$ cat config.mk
export PLATFORM = sky130hd
export DESIGN_NAME = micro_sequencer_flat
export DESIGN_NICKNAME = d
export VERILOG_FILES = /design/src/rtl/micro_sequencer_if.sv /design/src/rtl/micro_sequencer.sv /design/src/flat_wrapper.sv
export SDC_FILE = /design/constraint.sdc
export NUM_CORES = 1
export LEC_CHECK = 0
export CORE_MARGIN = 10
export CORE_UTILIZATION = 33
export CTS_BUF_LIST = sky130_fd_sc_hd__clkbuf_4 sky130_fd_sc_hd__clkbuf_8
export DETAILED_ROUTE_END_ITERATION = 10
export GPL_TIMING_DRIVEN = 0
export PLACE_DENSITY = 0.8
export RECOVER_POWER = 100
export SKIP_CTS_REPAIR_TIMING = 1
export SYNTH_ARGS = -nofsm -noshare
export SYNTH_HDL_FRONTEND = slang
export SYNTH_SLANG_ARGS = --single-unit
$ cat constraint.sdc
create_clock -name CLK -period 2 [get_ports CLK]
set_input_delay 0.4 -clock CLK [delete_from_list [all_inputs] [get_ports CLK]]
set_output_delay 0.4 -clock CLK [all_outputs]
set_load 0.01 [all_outputs]
$ cat src/rtl/micro_sequencer_if.sv
// Bus between the micro_sequencer and the MIR/control-store + datapath side.
//   MIR_WORD  microword now executing          IR       instruction register
//   PSR_N/Z/V/C condition flags               MEM_ACK  memory completion
//   ADDRESS   next control-store address       MEM_REQ/MEM_RD/MEM_WR memory request/type
//   STALL     suppress register/PSR writes     TIMEOUT  one-cycle memory-timeout pulse
// slave modport: the sequencer; master modport: the control store / datapath / bench.
interface micro_sequencer_if #(
    parameter int DATAWIDTH_BUS_ADDRESS = 11,
    parameter int DATAWIDTH_BUS_WORD    = 41
);
    logic [DATAWIDTH_BUS_WORD-1:0]    MIR_WORD;
    logic [31:0]                      IR;
    logic                             PSR_N;
    logic                             PSR_Z;
    logic                             PSR_V;
    logic                             PSR_C;
    logic                             MEM_ACK;
    logic [DATAWIDTH_BUS_ADDRESS-1:0] ADDRESS;
    logic                             MEM_REQ;
    logic                             MEM_RD;
    logic                             MEM_WR;
    logic                             STALL;
    logic                             TIMEOUT;

    modport slave (
        input  MIR_WORD, IR, PSR_N, PSR_Z, PSR_V, PSR_C, MEM_ACK,
        output ADDRESS, MEM_REQ, MEM_RD, MEM_WR, STALL, TIMEOUT
    );

    modport master (
        output MIR_WORD, IR, PSR_N, PSR_Z, PSR_V, PSR_C, MEM_ACK,
        input  ADDRESS, MEM_REQ, MEM_RD, MEM_WR, STALL, TIMEOUT
    );
endinterface

$ cat src/rtl/micro_sequencer.sv
// Control-store address sequencer for the microprogrammed ARC datapath.
// Picks the next control-store address from the MIR word, PSR flags and IR,
// holds the microprogram while a memory access is pending, and diverts to
// TRAP_ADDRESS when memory fails to acknowledge within MAX_WAIT wait cycles.
// Ports:
//   CLK           single clock, posedge
//   RESET_InHigh  synchronous active-high reset
//   bus           micro_sequencer_if.slave (MIR/IR/flags/ACK in, ADDRESS/MEM_*/STALL/TIMEOUT out)
module micro_sequencer #(
    parameter int                  DATAWIDTH_BUS_ADDRESS = 11,
    parameter int                  DATAWIDTH_BUS_WORD    = 41,
    parameter logic [10:0]         TRAP_ADDRESS          = 11'd2047,
    parameter int                  MAX_WAIT              = 15
) (
    input  logic                CLK,
    input  logic                RESET_InHigh,
    micro_sequencer_if.slave    bus
);
    localparam logic [0:0] ST_RUN  = 1'b0;
    localparam logic [0:0] ST_WAIT = 1'b1;
    localparam logic [3:0] MAX_W   = 4'(MAX_WAIT);

    logic [10:0] cur_addr_q, cur_addr_d;
    logic [0:0]  state_q, state_d;
    logic [3:0]  wcnt_q, wcnt_d;

    logic        rd, wr, access;
    logic [2:0]  cond;
    logic [10:0] jump, inc, next_addr;

    assign rd     = bus.MIR_WORD[19];
    assign wr     = bus.MIR_WORD[18];
    assign cond   = bus.MIR_WORD[13:11];
    assign jump   = bus.MIR_WORD[10:0];
    assign access = rd | wr;
    assign inc    = cur_addr_q + 11'd1;   // wraps 2047 -> 0

    // Datapath fields of the microword are not used for sequencing.
    logic unused_fields;
    assign unused_fields = ^{bus.MIR_WORD[40:20], bus.MIR_WORD[17:14],
                             bus.IR[29:25], bus.IR[18:14], bus.IR[12:0]};

    always_comb begin
        next_addr = inc;
        case (cond)
            3'b001:  if (bus.PSR_N) next_addr = jump;
            3'b010:  if (bus.PSR_Z) next_addr = jump;
            3'b011:  if (bus.PSR_V) next_addr = jump;
            3'b100:  if (bus.PSR_C) next_addr = jump;
            3'b101:  if (bus.IR[13]) next_addr = jump;
            3'b110:  next_addr = jump;
            3'b111:  next_addr = {1'b1, bus.IR[31:30], bus.IR[24:19], 2'b00};
            default: next_addr = inc;
        endcase
    end

    always_comb begin
        bus.ADDRESS = next_addr;
        bus.MEM_REQ = access;
        bus.MEM_RD  = rd;
        bus.MEM_WR  = wr & ~rd;           // read wins when both are set
        bus.STALL   = 1'b0;
        bus.TIMEOUT = 1'b0;
        state_d     = state_q;
        wcnt_d      = wcnt_q;
        if (RESET_InHigh) begin
            bus.ADDRESS = '0;
            bus.MEM_REQ = 1'b0;
            bus.MEM_RD  = 1'b0;
            bus.MEM_WR  = 1'b0;
            state_d     = ST_RUN;
            wcnt_d      = '0;
        end else if (state_q == ST_RUN) begin
            if (access && !bus.MEM_ACK) begin
                bus.ADDRESS = cur_addr_q;
                bus.STALL   = 1'b1;
                wcnt_d      = 4'd1;
                state_d     = ST_WAIT;
            end
        end else begin
            // ACK checked first so it beats the timeout on the last wait cycle.
            if (bus.MEM_ACK) begin
                state_d = ST_RUN;
            end else if (wcnt_q == MAX_W) begin
                bus.ADDRESS = TRAP_ADDRESS;
                bus.TIMEOUT = 1'b1;
                bus.STALL   = 1'b1;
                state_d     = ST_RUN;
            end else begin
                bus.ADDRESS = cur_addr_q;
                bus.STALL   = 1'b1;
                wcnt_d      = wcnt_q + 4'd1;
            end
        end
    end

    // CUR_ADDR follows whatever address the MIR loads on this edge.
    assign cur_addr_d = bus.ADDRESS;

    always_ff @(posedge CLK) begin
        if (RESET_InHigh) begin
            cur_addr_q <= '0;
            state_q    <= ST_RUN;
            wcnt_q     <= '0;
        end else begin
            cur_addr_q <= cur_addr_d;
            state_q    <= state_d;
            wcnt_q     <= wcnt_d;
        end
    end
endmodule

$ cat src/flat_wrapper.sv
// flat-port wrapper written by rule: the top's interface ports become plain ports
module micro_sequencer_flat 
#(
    parameter int                  DATAWIDTH_BUS_ADDRESS = 11,
    parameter int                  DATAWIDTH_BUS_WORD    = 41,
    parameter logic [10:0]         TRAP_ADDRESS          = 11'd2047,
    parameter int                  MAX_WAIT              = 15
)
  (CLK, RESET_InHigh, bus_MIR_WORD, bus_IR, bus_PSR_N, bus_PSR_Z, bus_PSR_V, bus_PSR_C, bus_MEM_ACK, bus_ADDRESS, bus_MEM_REQ, bus_MEM_RD, bus_MEM_WR, bus_STALL, bus_TIMEOUT);
  micro_sequencer_if #(.DATAWIDTH_BUS_ADDRESS(DATAWIDTH_BUS_ADDRESS), .DATAWIDTH_BUS_WORD(DATAWIDTH_BUS_WORD)) bus_i ();
  input  logic CLK;
  input  logic RESET_InHigh;
  input wire logic [$bits(bus_i.MIR_WORD)-1:0] bus_MIR_WORD;
  input wire logic [$bits(bus_i.IR)-1:0] bus_IR;
  input wire logic [$bits(bus_i.PSR_N)-1:0] bus_PSR_N;
  input wire logic [$bits(bus_i.PSR_Z)-1:0] bus_PSR_Z;
  input wire logic [$bits(bus_i.PSR_V)-1:0] bus_PSR_V;
  input wire logic [$bits(bus_i.PSR_C)-1:0] bus_PSR_C;
  input wire logic [$bits(bus_i.MEM_ACK)-1:0] bus_MEM_ACK;
  output wire logic [$bits(bus_i.ADDRESS)-1:0] bus_ADDRESS;
  output wire logic [$bits(bus_i.MEM_REQ)-1:0] bus_MEM_REQ;
  output wire logic [$bits(bus_i.MEM_RD)-1:0] bus_MEM_RD;
  output wire logic [$bits(bus_i.MEM_WR)-1:0] bus_MEM_WR;
  output wire logic [$bits(bus_i.STALL)-1:0] bus_STALL;
  output wire logic [$bits(bus_i.TIMEOUT)-1:0] bus_TIMEOUT;
  assign bus_i.MIR_WORD = bus_MIR_WORD;
  assign bus_i.IR = bus_IR;
  assign bus_i.PSR_N = bus_PSR_N;
  assign bus_i.PSR_Z = bus_PSR_Z;
  assign bus_i.PSR_V = bus_PSR_V;
  assign bus_i.PSR_C = bus_PSR_C;
  assign bus_i.MEM_ACK = bus_MEM_ACK;
  assign bus_ADDRESS = bus_i.ADDRESS;
  assign bus_MEM_REQ = bus_i.MEM_REQ;
  assign bus_MEM_RD = bus_i.MEM_RD;
  assign bus_MEM_WR = bus_i.MEM_WR;
  assign bus_STALL = bus_i.STALL;
  assign bus_TIMEOUT = bus_i.TIMEOUT;
  micro_sequencer #(.DATAWIDTH_BUS_ADDRESS(DATAWIDTH_BUS_ADDRESS), .DATAWIDTH_BUS_WORD(DATAWIDTH_BUS_WORD), .TRAP_ADDRESS(TRAP_ADDRESS), .MAX_WAIT(MAX_WAIT)) u_core (.CLK(CLK), .RESET_InHigh(RESET_InHigh), .bus(bus_i));
endmodule
==> results_tabular.tex, run 1 <==
\begin{tabular}{lr}
\hline
Metric & Value \\
\hline
\multicolumn{2}{l}{\textbf{STA}} \\
\quad Normalized max-slew margin & 0.720 \\
\quad Transition time at the pin with the least slew margin & 0.419 ns \\
\quad Share of the clock period used by the worst path after layout & 1.23 \\
\quad Worst-case clock skew & 0.00247 ns \\
\quad RSZ-0062 raised after global routing & true \\
\quad Minimum clock period after layout & 2.47 ns \\
\quad Max Fclk & 405 MHz \\
\quad Min setup slack post-route & -0.467 ns \\
\quad Max-slew violations & 0 \\
\quad Final-layout worst hold slack & 0.501 ns \\
\quad Setup violators final & 11 \\
\quad Total negative slack & -4.07 ns \\
\quad Number of hold-slack violations in the final timing report & 0 \\
\multicolumn{2}{l}{\textbf{Cells and area}} \\
\quad Layout cells sized above 1 & 0.431 \\
\quad Finished Cell Area & 0.00257 mm² \\
\quad Non-filler cells in the finished layout & 310 \\
\quad Total of fill cells in the finished design & 315 \\
\quad Layout overhead on the synthesized area & 88.2\% \\
\quad Number of inserted diodes & 0 \\
\quad Number of nets in the layout & 343 \\
\multicolumn{2}{l}{\textbf{Synth}} \\
\quad Leading cell types by total area after synthesis & sky130\_fd\_sc\_hd\_\_dfxtp\_1 (23\%), sky130\_fd\_sc\_hd\_\_nand2\_1 (6.0\%), sky130\_fd\_sc\_hd\_\_a221oi\_1 (5.8\%), sky130\_fd\_sc\_hd\_\_nor2\_1 (5.5\%), sky130\_fd\_sc\_hd\_\_a211oi\_1 (3.8\%) \\
\quad Share of Yosys cell area claimed by the top area cell type & 0.234 \\
\quad Count of yosys warnings during synthesis & 0 \\
\quad Count of flip-flops with a built-in enable after synthesis & 0 \\
\quad Most common cell in the netlist & sky130\_fd\_sc\_hd\_\_nand2\_1 \\
\quad Number of unique standard cell types used by synthesis & 48 \\
\quad Primary FF master, synth & sky130\_fd\_sc\_hd\_\_dfxtp\_1 \\
\quad Gate Count Post-Synth & 179 \\
\quad Cell type contributing the most total cell area after synthesis & sky130\_fd\_sc\_hd\_\_dfxtp\_1 \\
\quad Sequential area share after synthesis & 0.234 \\
\quad Most numerous cell types in the synthesized netlist & sky130\_fd\_sc\_hd\_\_nand2\_1 (22), sky130\_fd\_sc\_hd\_\_nor2\_1 (20), sky130\_fd\_sc\_hd\_\_dfxtp\_1 (16) \\
\quad Synth Area per Inst & 7.63 µm² \\
\quad Syn\_nets & 261 \\
\quad Flop and latch count out of synthesis & 16 \\
\quad Proportion of register bits with asynchronous set or reset after synthesis & 0 \\
\quad Post-synth design cell area & 0.00137 mm² \\
\multicolumn{2}{l}{\textbf{GRT}} \\
\quad Total track usage & 0.126 \\
\quad Via count of the first global-routing pass & 1619 \\
\quad First-pass GRT wire length & 7690 µm \\
\quad Global route total overflow & 0 \\
\quad Largest net degree at the start of global routing & 11 \\
\quad Initial antenna violation count & 0 \\
\multicolumn{2}{l}{\textbf{Min path}} \\
\quad Hold-critical path depth & 1 \\
\quad Min-delay worst type & reg2reg \\
\quad Startpoint of the worst hold path & u\_core.wcnt\_q[3] \\
\quad Endpoint with the worst hold slack & u\_core.wcnt\_q[3] \\
\multicolumn{2}{l}{\textbf{Routing}} \\
\quad Number of antenna-violating nets in the routed design & 0 \\
\quad Via total after detailed routing & 1804 \\
\quad Drt first pass iters & 4 \\
\quad Initial DRC count & 123 \\
\quad Number of remaining DRC errors & 0 \\
\quad WL per Instance & 19.0 µm \\
\quad Routed wire length & 5880 µm \\
\quad Ratio of routed vias to standard cells & 5.82 \\
\multicolumn{2}{l}{\textbf{Worst setup path}} \\
\quad Arrival time at the worst endpoint & 2.07 ns \\
\quad R2r endpoint & u\_core.cur\_addr\_q[10] \\
\quad Worst Setup Path Type & reg2out \\
\quad Critical path depth in cells & 6 \\
\quad Depth of the worst register-to-register path & 6 \\
\quad Crit Path Max Fanout & 5 \\
\quad Worst Setup Start Kind & flip-flop \\
\quad R2R Setup Slk & 0.21 ns \\
\quad Critical-path top delay cell & sky130\_fd\_sc\_hd\_\_dfxtp\_1 \\
\quad Buffers plus inverters on the worst setup path & 1 \\
\quad List of cells traversed by the critical path & nand3\_1, nor3\_4, nand2\_1, a221oi\_2, a2111oi\_2, buf\_2 \\
\quad Critical register-to-register path startpoint & u\_core.wcnt\_q[0] \\
\quad Element type at the critical path end & primary output \\
\quad Highest cell delay on the worst timing path & 0.43 ns \\
\quad Data required time of the worst path & 1.60 ns \\
\quad Worst path top cell family by delay & simple AND/OR/NAND/NOR gates \\
\quad Critical Path Start & u\_core.cur\_addr\_q[2] \\
\multicolumn{2}{l}{\textbf{Die}} \\
\quad Placement Rows & 23 \\
\quad Placeable core area & 0.00400 mm² \\
\quad Height of the die & 84.3 µm \\
\quad Effective utilization at floorplan & 0.342 \\
\quad Total die area & 0.00711 mm² \\
\quad Die W & 84.3 µm \\
\quad Top Ports & 96 \\
\multicolumn{2}{l}{\textbf{CTS}} \\
\quad Buffers from clock root to sink, at most & 2 \\
\quad Clock net sink count & 16 \\
\quad Clk pin slew, worst setup/hold paths & 0.08 ns \\
\quad Master cell of the clock root buffer & sky130\_fd\_sc\_hd\_\_clkbuf\_8 \\
\quad TritonCTS clock tree & done \\
\quad Clock buffers created by TritonCTS & 3 \\
\quad Latest clock arrival within the worst-skew pair & 0.26 ns \\
\quad \# H-tree levels & 1 \\
\multicolumn{2}{l}{\textbf{Placement}} \\
\quad Instance count after placement with tap cells included & 274 \\
\quad Placed wire-length estimate & 3590 µm \\
\quad Instance area after placement & 0.00195 mm² \\
\quad Worst slack after detailed placement & -1.22 ns \\
\quad Buffers added on ports & 45 \\
\quad Weighted congestion reported at the end of routability-driven placement & 0.845 \\
\multicolumn{2}{l}{\textbf{Power}} \\
\quad P\_int & 0.805 mW \\
\quad Switching part of the total & 0.355 \\
\quad Lkg Pwr & 1.14 nW \\
\quad Peak supply drop & 0.300 mV \\
\quad Part of the power in the clock network & 0.249 \\
\quad Power dissipated by switching net loads & 0.443 mW \\
\quad Share of power burned in combinational logic & 0.450 \\
\quad Areal power density over the cells & 485 mW/mm² \\
\quad Part of the total power dissipated in sequential elements & 0.301 \\
\multicolumn{2}{l}{\textbf{Outcome}} \\
\quad Outcome & finished with violations \\
\quad Violated checks & negative setup slack \\
\multicolumn{2}{l}{\textbf{Run}} \\
\quad Max-cap violations & 0 \\
\hline
\end{tabular}
sequential cells by signal, indices dropped and copies added (netlist names):
name               flops
u_core.cur_addr_q     11
u_core.state_q         1
u_core.wcnt_q          4
cells in the final DEF (no fill, tap or decap), types with 3 or more instances in the layout:
cell type,synthesis,layout
sky130_fd_sc_hd__dlymetal6s2s_1,0,13
sky130_fd_sc_hd__nand2_2,0,3
sky130_fd_sc_hd__buf_6,1,9
sky130_fd_sc_hd__a21oi_1,8,6
sky130_fd_sc_hd__nand2_1,22,17
sky130_fd_sc_hd__o21ai_0,5,3
sky130_fd_sc_hd__a211oi_2,0,3
sky130_fd_sc_hd__and3_1,4,4
sky130_fd_sc_hd__a221oi_4,0,3
sky130_fd_sc_hd__clkbuf_8,0,4
sky130_fd_sc_hd__dfxtp_1,16,11
sky130_fd_sc_hd__inv_1,6,6
sky130_fd_sc_hd__dfxtp_4,0,4
sky130_fd_sc_hd__clkdlybuf4s50_1,0,20
sky130_fd_sc_hd__nor2_1,20,17
sky130_fd_sc_hd__nand3_1,10,10
sky130_fd_sc_hd__a211oi_1,7,4
sky130_fd_sc_hd__buf_2,3,11
sky130_fd_sc_hd__buf_4,3,31
sky130_fd_sc_hd__a221oi_1,9,3
sky130_fd_sc_hd__xor2_1,3,3
sky130_fd_sc_hd__nor3b_1,6,4
sky130_fd_sc_hd__nor3_4,0,3
sky130_fd_sc_hd__a221oi_2,1,4
worst register-to-register path: stages, from the launching register on:
cell	delay (ns)
sky130_fd_sc_hd__dfxtp_4	0.36
sky130_fd_sc_hd__ha_4	0.16
sky130_fd_sc_hd__and3_1	0.31
sky130_fd_sc_hd__o21ai_0	0.24
sky130_fd_sc_hd__a21oi_1	0.12
sky130_fd_sc_hd__a211oi_1	0.34
sky130_fd_sc_hd__a21oi_1	0.13
power by group through the flow:
stage | registers, mW | logic [mW] | clock network (mW)
global route | 0.378 | 0.600 | 0.320
CTS | 0.372 | 0.407 | 0.306
floorplan | 0.371 | 0.242 | 0
finish | 0.375 | 0.562 | 0.311
global placement | 0.377 | 0.399 | 0
detailed placement | 0.379 | 0.406 | 0
logic make-up after synthesis:
group | share of synthesized area
and+or+nand+nor | 0.277
AOI/OAI and AO/OA | 0.342
buffers and inverters | 0.0742
adders and majority gates | 0.0183
xor gates and xnor gates | 0.0321
muxes | 0.0220
DFF | 0.234
how the worst max path moves through the flow:
stage / endpoint
after floorplan: bus_ADDRESS[7]
after global placement: bus_ADDRESS[5]
after detailed placement: bus_ADDRESS[5]
after CTS: bus_ADDRESS[5]
after global routing: bus_ADDRESS[9]
final: bus_ADDRESS[9]
area by class of cell:
class | count | area, µm² | area share
buffer | 11 | 128 | 0.0496
clock buffer | 4 | 55.1 | 0.0214
inverter | 6 | 22.5 | 0.00876
multi-input combinational | 145 | 1270 | 0.493
sequential | 16 | 337 | 0.131
tap | 50 | 62.6 | 0.0243
timing repair buffer | 78 | 698 | 0.272
metal layers:
metal	track usage	up-vias	wire, µm
met5	0	-	0
met3	0.0454	6	444
met1	0.152	872	2320
met4	0.0210	0	37
li1	-	840	-
met2	0.210	86	3080
metrics by stage:
step / utilization / power [mW]
5_1_grt: 0.643 / 1.30
2_1_floorplan: - / 0.614
3_5_place_dp: 0.488 / 0.785
4_1_cts: 0.501 / 1.08
6_report: 0.643 / 1.25
3_3_place_gp: 0.488 / 0.776
(Power assumes the default switching activity.)
==> run 2, diff against run 1 <==
--- a/config.mk
+++ b/config.mk
@@ -5,7 +5,6 @@
 export SDC_FILE = /design/constraint.sdc
 export NUM_CORES = 1
 export LEC_CHECK = 0
-export CORE_MARGIN = 10
 export CORE_UTILIZATION = 33
 export CTS_BUF_LIST = sky130_fd_sc_hd__clkbuf_4 sky130_fd_sc_hd__clkbuf_8
 export DETAILED_ROUTE_END_ITERATION = 10
==> results_tabular.tex, run 2 (same netlist as run 1, synthesis figures left out) <==
\begin{tabular}{lr}
\hline
Metric & Value \\
\hline
\multicolumn{2}{l}{\textbf{Outcome}} \\
\quad Outcome & finished with violations (unchanged) \\
\quad Violated checks & negative setup slack (unchanged) \\
\multicolumn{2}{l}{\textbf{Power}} \\
\quad Areal power density over the cells & 477 mW/mm² (was 485 mW/mm²) \\
\quad Peak supply drop & 0.272 mV (was 0.300 mV) \\
\quad Lkg Pwr & 1.17 nW (was 1.14 nW) \\
\multicolumn{2}{l}{\textbf{Placement}} \\
\quad Placed wire-length estimate & 3090 µm (was 3590 µm) \\
\quad Instance area after placement & 0.00195 mm² (unchanged) \\
\quad Weighted congestion reported at the end of routability-driven placement & 0.820 (was 0.845) \\
\quad Buffers added on ports & 45 (unchanged) \\
\quad Worst slack after detailed placement & -1.19 ns (was -1.22 ns) \\
\multicolumn{2}{l}{\textbf{Min path}} \\
\quad Startpoint of the worst hold path & u\_core.wcnt\_q[0] (was u\_core.wcnt\_q[3]) \\
\quad Endpoint with the worst hold slack & u\_core.wcnt\_q[0] (was u\_core.wcnt\_q[3]) \\
\quad Min-delay worst type & reg2reg (unchanged) \\
\quad Hold-critical path depth & 1 (unchanged) \\
\multicolumn{2}{l}{\textbf{Worst setup path}} \\
\quad Highest cell delay on the worst timing path & 0.39 ns (was 0.43 ns) \\
\quad Data required time of the worst path & 1.60 ns (about the same) \\
\quad R2R Setup Slk & 0.23 ns (was 0.21 ns) \\
\quad Critical-path top delay cell & sky130\_fd\_sc\_hd\_\_dfxtp\_4 (was sky130\_fd\_sc\_hd\_\_dfxtp\_1) \\
\quad Worst Setup Path Type & reg2out (unchanged) \\
\quad Crit Path Max Fanout & 5 (unchanged) \\
\quad R2r endpoint & u\_core.cur\_addr\_q[6] (was u\_core.cur\_addr\_q[10]) \\
\quad Worst Setup Start Kind & flip-flop (unchanged) \\
\quad Critical register-to-register path startpoint & u\_core.cur\_addr\_q[1] (was u\_core.wcnt\_q[0]) \\
\quad List of cells traversed by the critical path & ha\_4, nand4\_1, buf\_6, nor4\_4, xor2\_1, o21ai\_2, a311oi\_2, buf\_2 (was nand3\_1, nor3\_4, nand2\_1, a221oi\_2, a2111oi\_2, buf\_2) \\
\quad Buffers plus inverters on the worst setup path & 2 (was 1) \\
\quad Element type at the critical path end & primary output (unchanged) \\
\quad Worst path top cell family by delay & flip-flops (was simple AND/OR/NAND/NOR gates) \\
\quad Depth of the worst register-to-register path & 8 (was 6) \\
\quad Arrival time at the worst endpoint & 2.07 ns (about the same) \\
\multicolumn{2}{l}{\textbf{Routing}} \\
\quad Ratio of routed vias to standard cells & 5.90 (was 5.82) \\
\quad Routed wire length & 5730 µm (was 5880 µm) \\
\quad WL per Instance & 18.6 µm (was 19.0 µm) \\
\quad Drt first pass iters & 4 (unchanged) \\
\quad Via total after detailed routing & 1824 (was 1804) \\
\quad Number of remaining DRC errors & 0 (unchanged) \\
\quad Number of antenna-violating nets in the routed design & 0 (unchanged) \\
\quad Initial DRC count & 121 (was 123) \\
\multicolumn{2}{l}{\textbf{GRT}} \\
\quad Via count of the first global-routing pass & 1475 (was 1619) \\
\quad Largest net degree at the start of global routing & 11 (unchanged) \\
\quad Initial antenna violation count & 0 (unchanged) \\
\quad First-pass GRT wire length & 6690 µm (was 7690 µm) \\
\quad Total track usage & 0.197 (was 0.126) \\
\quad Global route total overflow & 0 (unchanged) \\
\multicolumn{2}{l}{\textbf{STA}} \\
\quad Worst-case clock skew & 0.00721 ns (was 0.00247 ns) \\
\quad Normalized max-slew margin & 0.724 (was 0.720) \\
\quad RSZ-0062 raised after global routing & true (unchanged) \\
\quad Max-slew violations & 0 (unchanged) \\
\quad Minimum clock period after layout & 2.47 ns (about the same) \\
\quad Min setup slack post-route & -0.468 ns (was -0.467 ns) \\
\quad Number of hold-slack violations in the final timing report & 0 (unchanged) \\
\quad Max Fclk & 405 MHz (about the same) \\
\quad Setup violators final & 11 (unchanged) \\
\quad Final-layout worst hold slack & 0.478 ns (was 0.501 ns) \\
\quad Share of the clock period used by the worst path after layout & 1.23 (about the same) \\
\quad Transition time at the pin with the least slew margin & 0.413 ns (was 0.419 ns) \\
\multicolumn{2}{l}{\textbf{Cells and area}} \\
\quad Layout cells sized above 1 & 0.429 (was 0.431) \\
\quad Total of fill cells in the finished design & 319 (was 315) \\
\quad Finished Cell Area & 0.00261 mm² (was 0.00257 mm²) \\
\quad Commonest non-fill, non-tap cell in the layout & sky130\_fd\_sc\_hd\_\_buf\_4 (unchanged) \\
\quad Number of flip-flops under the largest register name & 11 (unchanged) \\
\quad Number of inserted diodes & 0 (unchanged) \\
\quad Number of nets in the layout & 342 (was 343) \\
\quad Layout overhead on the synthesized area & 91.3\% (was 88.2\%) \\
\quad Regs by FF count & u\_core.cur\_addr\_q (11), u\_core.wcnt\_q (4), u\_core.state\_q (1) (unchanged) \\
\quad Storage element area & 337 µm² (unchanged) \\
\quad Register name with the most flops & u\_core.cur\_addr\_q (unchanged) \\
\quad Commonest non-fill, non-tap cells in the layout & sky130\_fd\_sc\_hd\_\_buf\_4 (25), sky130\_fd\_sc\_hd\_\_clkdlybuf4s50\_1 (20), sky130\_fd\_sc\_hd\_\_nand2\_1 (17), sky130\_fd\_sc\_hd\_\_nor2\_1 (17), sky130\_fd\_sc\_hd\_\_dlymetal6s2s\_1 (14) (was sky130\_fd\_sc\_hd\_\_buf\_4 (31), sky130\_fd\_sc\_hd\_\_clkdlybuf4s50\_1 (20), sky130\_fd\_sc\_hd\_\_nand2\_1 (17), sky130\_fd\_sc\_hd\_\_nor2\_1 (17), sky130\_fd\_sc\_hd\_\_dlymetal6s2s\_1 (13)) \\
\quad Area taken by multi-input logic gates & 0.00128 mm² (was 0.00127 mm²) \\
\multicolumn{2}{l}{\textbf{CTS}} \\
\quad Clk pin slew, worst setup/hold paths & 0.06 ns (was 0.08 ns) \\
\quad \# H-tree levels & 1 (unchanged) \\
\quad Clock net sink count & 16 (unchanged) \\
\quad TritonCTS clock tree & done (unchanged) \\
\quad Buffers from clock root to sink, at most & 2 (unchanged) \\
\quad Master cell of the clock root buffer & sky130\_fd\_sc\_hd\_\_clkbuf\_8 (unchanged) \\
\quad Latest clock arrival within the worst-skew pair & 0.26 ns (about the same) \\
\quad Clock buffers created by TritonCTS & 3 (unchanged) \\
\multicolumn{2}{l}{\textbf{Die}} \\
\quad Placeable core area & 0.00400 mm² (unchanged) \\
\quad Top Ports & 96 (unchanged) \\
\quad Height of the die & 66.3 µm (was 84.3 µm) \\
\quad Die W & 66.3 µm (was 84.3 µm) \\
\quad Total die area & 0.00440 mm² (was 0.00711 mm²) \\
\quad Placement Rows & 23 (unchanged) \\
\quad Effective utilization at floorplan & 0.342 (unchanged) \\
\multicolumn{2}{l}{\textbf{Run}} \\
\quad Max-cap violations & 0 (unchanged) \\
\hline
\end{tabular}
## run 2: cell types whose count changed in the layout (fill, tap and decap cells not counted), moves of 2 or more
cell                       delta
sky130_fd_sc_hd__buf_6        +3
sky130_fd_sc_hd__clkbuf_2     +3
sky130_fd_sc_hd__nor3_4       -2
sky130_fd_sc_hd__buf_2        -3
sky130_fd_sc_hd__buf_4        -6
## run 2: how the worst max path moves through the flow
| stage | from | endpoint | slack, ns | cells after the start |
|---|---|---|---|---|
| after CTS | bus_MIR_WORD[18] | bus_ADDRESS[7] | -1.21 | 7 |
| after detailed placement | bus_MIR_WORD[18] | bus_ADDRESS[7] | -1.19 | 7 |
| after floorplan | u_core.wcnt_q[0] | bus_ADDRESS[7] | -0.03 | 7 |
| after global routing | u_core.cur_addr_q[1] | bus_ADDRESS[10] | -0.57 | 9 |
| final | u_core.cur_addr_q[1] | bus_ADDRESS[8] | -0.47 | 8 |
| after global placement | bus_MIR_WORD[11] | bus_ADDRESS[5] | -1.18 | 9 |
## run 2: report_power, final
group | switching [mW] | total, mW | internal, mW
Sequential | 0.0322 | 0.376 | 0.344
Combinational | 0.276 | 0.566 | 0.291
Clock | 0.130 | 0.305 | 0.175
Total | 0.438 | 1.25 | 0.810
## run 2: worst reg2reg max path: stages (launching register included)
cell                      delay [ns]
sky130_fd_sc_hd__dfxtp_4        0.39
sky130_fd_sc_hd__ha_4           0.15
sky130_fd_sc_hd__nand4_1        0.10
sky130_fd_sc_hd__buf_6          0.16
sky130_fd_sc_hd__buf_4          0.14
sky130_fd_sc_hd__nor2_2         0.17
sky130_fd_sc_hd__nand2_1        0.08
sky130_fd_sc_hd__a221o_1        0.34
sky130_fd_sc_hd__nor3b_1        0.14
## run 2: area by class of cell
type / count / area share
multi-input combinational: 145 / 0.490
timing repair buffer: 77 / 0.281
sequential: 16 / 0.129
buffer: 11 / 0.0464
tap: 50 / 0.0239
clock buffer: 4 / 0.0211
inverter: 6 / 0.00862
## run 2: per-layer routing
| layer | up-vias | GRT usage | routed length, µm |
|---|---|---|---|
| met5 | - | 0 | 0 |
| met4 | 0 | 0.0585 | 138 |
| met3 | 12 | 0.0379 | 441 |
| met2 | 97 | 0.351 | 3070 |
| met1 | 877 | 0.236 | 2080 |
| li1 | 838 | - | - |
## run 2: stage by stage
step	std cells	TNS [ns]	power, mW	util
floorplan	179	-0.0644	0.614	-
global placement	274	-18.35	0.772	0.488
detailed placement	274	-18.94	0.778	0.488
CTS	278	-15.54	1.08	0.501
global route	309	-4.65	1.30	0.653
finish	309	-3.45	1.25	0.653
==> run 3, diff against run 2 <==
--- a/config.mk
+++ b/config.mk
@@ -9,9 +9,9 @@
 export CTS_BUF_LIST = sky130_fd_sc_hd__clkbuf_4 sky130_fd_sc_hd__clkbuf_8
 export DETAILED_ROUTE_END_ITERATION = 10
 export GPL_TIMING_DRIVEN = 0
+export MAX_ROUTING_LAYER = met4
 export PLACE_DENSITY = 0.8
 export RECOVER_POWER = 100
-export SKIP_CTS_REPAIR_TIMING = 1
 export SYNTH_ARGS = -nofsm -noshare
 export SYNTH_HDL_FRONTEND = slang
 export SYNTH_SLANG_ARGS = --single-unit
==> results_tabular.tex, run 3 (same netlist as run 1, synthesis figures left out) <==
\begin{tabular}{lr}
\hline
Metric & Value \\
\hline
\multicolumn{2}{l}{\textbf{Cells and area}} \\
\quad Core utilization of the finished layout & 0.688 (was 0.653) \\
\quad Commonest non-fill, non-tap cell in the layout & sky130\_fd\_sc\_hd\_\_buf\_4 (unchanged) \\
\quad Layout cells sized above 1 & 0.536 (was 0.429) \\
\quad Layout overhead on the synthesized area & 101\% (was 91.3\%) \\
\quad Number of inserted diodes & 0 (unchanged) \\
\quad Commonest non-fill, non-tap cells in the layout & sky130\_fd\_sc\_hd\_\_buf\_4 (44), sky130\_fd\_sc\_hd\_\_clkdlybuf4s50\_1 (20), sky130\_fd\_sc\_hd\_\_buf\_2 (17) (was sky130\_fd\_sc\_hd\_\_buf\_4 (25), sky130\_fd\_sc\_hd\_\_clkdlybuf4s50\_1 (20), sky130\_fd\_sc\_hd\_\_nand2\_1 (17), sky130\_fd\_sc\_hd\_\_nor2\_1 (17), sky130\_fd\_sc\_hd\_\_dlymetal6s2s\_1 (14)) \\
\quad Number of nets in the layout & 361 (was 342) \\
\quad Number of flip-flops under the largest register name & 11 (unchanged) \\
\quad Register name with the most flops & u\_core.cur\_addr\_q (unchanged) \\
\quad Regs by FF count & u\_core.cur\_addr\_q (11), u\_core.wcnt\_q (4), u\_core.state\_q (1) (unchanged) \\
\quad Non-filler cells in the finished layout & 328 (was 309) \\
\multicolumn{2}{l}{\textbf{Worst setup path}} \\
\quad R2R Setup Slk & 0.13 ns (was 0.23 ns) \\
\quad Buffers plus inverters on the worst setup path & 2 (unchanged) \\
\quad Element type at the critical path end & primary output (unchanged) \\
\quad Critical-path top delay cell & sky130\_fd\_sc\_hd\_\_dfxtp\_4 (unchanged) \\
\quad Highest cell delay on the worst timing path & 0.36 ns (was 0.39 ns) \\
\quad Worst path top cell family by delay & simple AND/OR/NAND/NOR gates (was flip-flops) \\
\quad Critical register-to-register path startpoint & u\_core.cur\_addr\_q[1] (unchanged) \\
\quad R2r endpoint & u\_core.cur\_addr\_q[5] (was u\_core.cur\_addr\_q[6]) \\
\quad List of cells traversed by the critical path & ha\_4, nand4\_1, buf\_4, nor2\_4, nand2\_1, a221o\_1, nor3b\_4, buf\_2 (was ha\_4, nand4\_1, buf\_6, nor4\_4, xor2\_1, o21ai\_2, a311oi\_2, buf\_2) \\
\quad Crit Path Max Fanout & 3 (was 5) \\
\quad Worst Setup Start Kind & flip-flop (unchanged) \\
\quad Arrival time at the worst endpoint & 2.00 ns (was 2.07 ns) \\
\quad Worst Setup Path Type & reg2out (unchanged) \\
\quad Data required time of the worst path & 1.60 ns (about the same) \\
\quad Depth of the worst register-to-register path & 10 (was 8) \\
\multicolumn{2}{l}{\textbf{CTS}} \\
\quad Master cell of the clock root buffer & sky130\_fd\_sc\_hd\_\_clkbuf\_8 (unchanged) \\
\quad Buffers from clock root to sink, at most & 2 (unchanged) \\
\quad \# H-tree levels & 1 (unchanged) \\
\quad Clock buffers created by TritonCTS & 3 (unchanged) \\
\quad Clock net sink count & 16 (unchanged) \\
\quad Clk pin slew, worst setup/hold paths & 0.07 ns (was 0.06 ns) \\
\quad TritonCTS clock tree & done (unchanged) \\
\quad CTS Hold Buffers Added & 0 \\
\quad Latest clock arrival within the worst-skew pair & 0.27 ns (was 0.26 ns) \\
\multicolumn{2}{l}{\textbf{Die}} \\
\quad Top Ports & 96 (unchanged) \\
\quad Effective utilization at floorplan & 0.342 (unchanged) \\
\quad Total die area & 0.00440 mm² (unchanged) \\
\quad Placement Rows & 23 (unchanged) \\
\quad Die W & 66.3 µm (unchanged) \\
\quad Height of the die & 66.3 µm (unchanged) \\
\quad Placeable core area & 0.00400 mm² (unchanged) \\
\multicolumn{2}{l}{\textbf{GRT}} \\
\quad First-pass GRT wire length & 9250 µm (was 6690 µm) \\
\quad Largest net degree at the start of global routing & 11 (unchanged) \\
\quad Via count of the first global-routing pass & 1963 (was 1475) \\
\quad Total track usage & 0.290 (was 0.197) \\
\quad Initial antenna violation count & 0 (unchanged) \\
\quad Global route total overflow & 0 (unchanged) \\
\multicolumn{2}{l}{\textbf{Routing}} \\
\quad WL per Instance & 19.0 µm (was 18.6 µm) \\
\quad Ratio of routed vias to standard cells & 5.91 (was 5.90) \\
\quad Number of antenna-violating nets in the routed design & 0 (unchanged) \\
\quad Number of remaining DRC errors & 0 (unchanged) \\
\quad Drt first pass iters & 4 (unchanged) \\
\quad Initial DRC count & 113 (was 121) \\
\quad Via total after detailed routing & 1937 (was 1824) \\
\quad Routed wire length & 6230 µm (was 5730 µm) \\
\multicolumn{2}{l}{\textbf{STA}} \\
\quad Setup violators final & 13 (was 11) \\
\quad RSZ-0062 raised after global routing & true (unchanged) \\
\quad Transition time at the pin with the least slew margin & 0.396 ns (was 0.413 ns) \\
\quad Total negative slack & -2.88 ns (was -3.45 ns) \\
\quad Normalized max-slew margin & 0.736 (was 0.724) \\
\quad Max Fclk & 416 MHz (was 405 MHz) \\
\quad Min setup slack post-route & -0.401 ns (was -0.468 ns) \\
\quad Minimum clock period after layout & 2.40 ns (was 2.47 ns) \\
\quad Share of the clock period used by the worst path after layout & 1.20 (was 1.23) \\
\quad Max-slew violations & 0 (unchanged) \\
\quad Number of hold-slack violations in the final timing report & 0 (unchanged) \\
\quad Worst-case clock skew & 0.0107 ns (was 0.00721 ns) \\
\multicolumn{2}{l}{\textbf{Power}} \\
\quad Peak supply drop & 0.260 mV (was 0.272 mV) \\
\quad Total Power Consumption & 1.33 mW (was 1.25 mW) \\
\quad Lkg Pwr & 1.13 nW (was 1.17 nW) \\
\quad Areal power density over the cells & 483 mW/mm² (was 477 mW/mm²) \\
\multicolumn{2}{l}{\textbf{Min path}} \\
\quad Startpoint of the worst hold path & u\_core.wcnt\_q[3] (was u\_core.wcnt\_q[0]) \\
\quad Endpoint with the worst hold slack & u\_core.wcnt\_q[3] (was u\_core.wcnt\_q[0]) \\
\quad Min-delay worst type & reg2reg (unchanged) \\
\quad Hold-critical path depth & 1 (unchanged) \\
\multicolumn{2}{l}{\textbf{Placement}} \\
\quad Instance count after placement with tap cells included & 274 (unchanged) \\
\quad Placed wire-length estimate & 3090 µm (unchanged) \\
\quad Buffers added on ports & 45 (unchanged) \\
\quad Weighted congestion reported at the end of routability-driven placement & 0.832 (was 0.820) \\
\multicolumn{2}{l}{\textbf{Outcome}} \\
\quad Outcome & finished with violations (unchanged) \\
\quad Violated checks & negative setup slack (unchanged) \\
\multicolumn{2}{l}{\textbf{Run}} \\
\quad Max-cap violations & 0 (unchanged) \\
\hline
\end{tabular}
[run 3: cell count changes in the layout (fill, tap and decap cells not counted), sizes merged]
cell	previous run	this run
dlygate4sd2	0	5
buf	47	77
clkdlybuf4s15	0	1
dlymetal6s2s	14	0
clkbuf	11	8
[run 3: what timing repair did]
| item | in CTS | in global routing |
|---|---|---|
| setup endpoints to repair | 22 | 12 |
| buffers inserted | 38 | 12 |
| hold endpoints to repair | 0 | 0 |
| resized for setup | 168 | 19 |
| cloned | 2 | 0 |
| pin swaps | 37 | 18 |
[run 3: how the worst max path moves through the flow]
stage                           to  slack, ns  cells after the start            startpoint
global route        bus_ADDRESS[6]      -0.48                      8  u_core.cur_addr_q[3]
global placement    bus_ADDRESS[5]      -1.18                      9      bus_MIR_WORD[11]
floorplan           bus_ADDRESS[7]      -0.03                      7      u_core.wcnt_q[0]
finish              bus_ADDRESS[6]      -0.40                      8  u_core.cur_addr_q[1]
detailed placement  bus_ADDRESS[7]      -1.19                      7      bus_MIR_WORD[18]
CTS                 bus_ADDRESS[8]      -0.41                      7  u_core.cur_addr_q[1]
[run 3: cell type report]
class	instances	area [µm²]
Multi-Input combinational cell	145	1360
Fill cell	297	1250
Timing Repair Buffer	96	788
Sequential cell	16	337
Buffer	11	129
Tap cell	50	62.6
Clock buffer	4	55.1
Inverter	6	22.5
[run 3: metrics by stage]
step | hold slack, ns | instance area (µm²) | setup WS [ns]
global route | 0.519 | 2750 | -0.484
finish | 0.513 | 2750 | -0.401
floorplan | 0.439 | 1440 | -0.0300
global placement | 0.464 | 1950 | -1.18
CTS | 0.498 | 2620 | -0.409
detailed placement | 0.475 | 1950 | -1.19
[run 3: worst reg2reg max path, delay by kind of cell (launching register included)]
family | cells | cell delay (ns)
buf+inv | 6 | 0.78
simple gates | 2 | 0.26
flops | 1 | 0.36
compound gates | 2 | 0.37
[run 3: where the power goes]
part           internal (mW)  total [mW]  switching, mW
sequential             0.345       0.376         0.0316
combinational          0.328       0.637          0.309
clock                  0.176       0.316          0.140
total                  0.848        1.33          0.481
[run 3: metal layers]
metal	track usage	vias to the layer above	wire, µm
met5	-	-	0
met4	0.130	0	221
li1	-	883	-
met2	0.532	91	3310
met3	0.0621	22	358
met1	0.292	941	2350
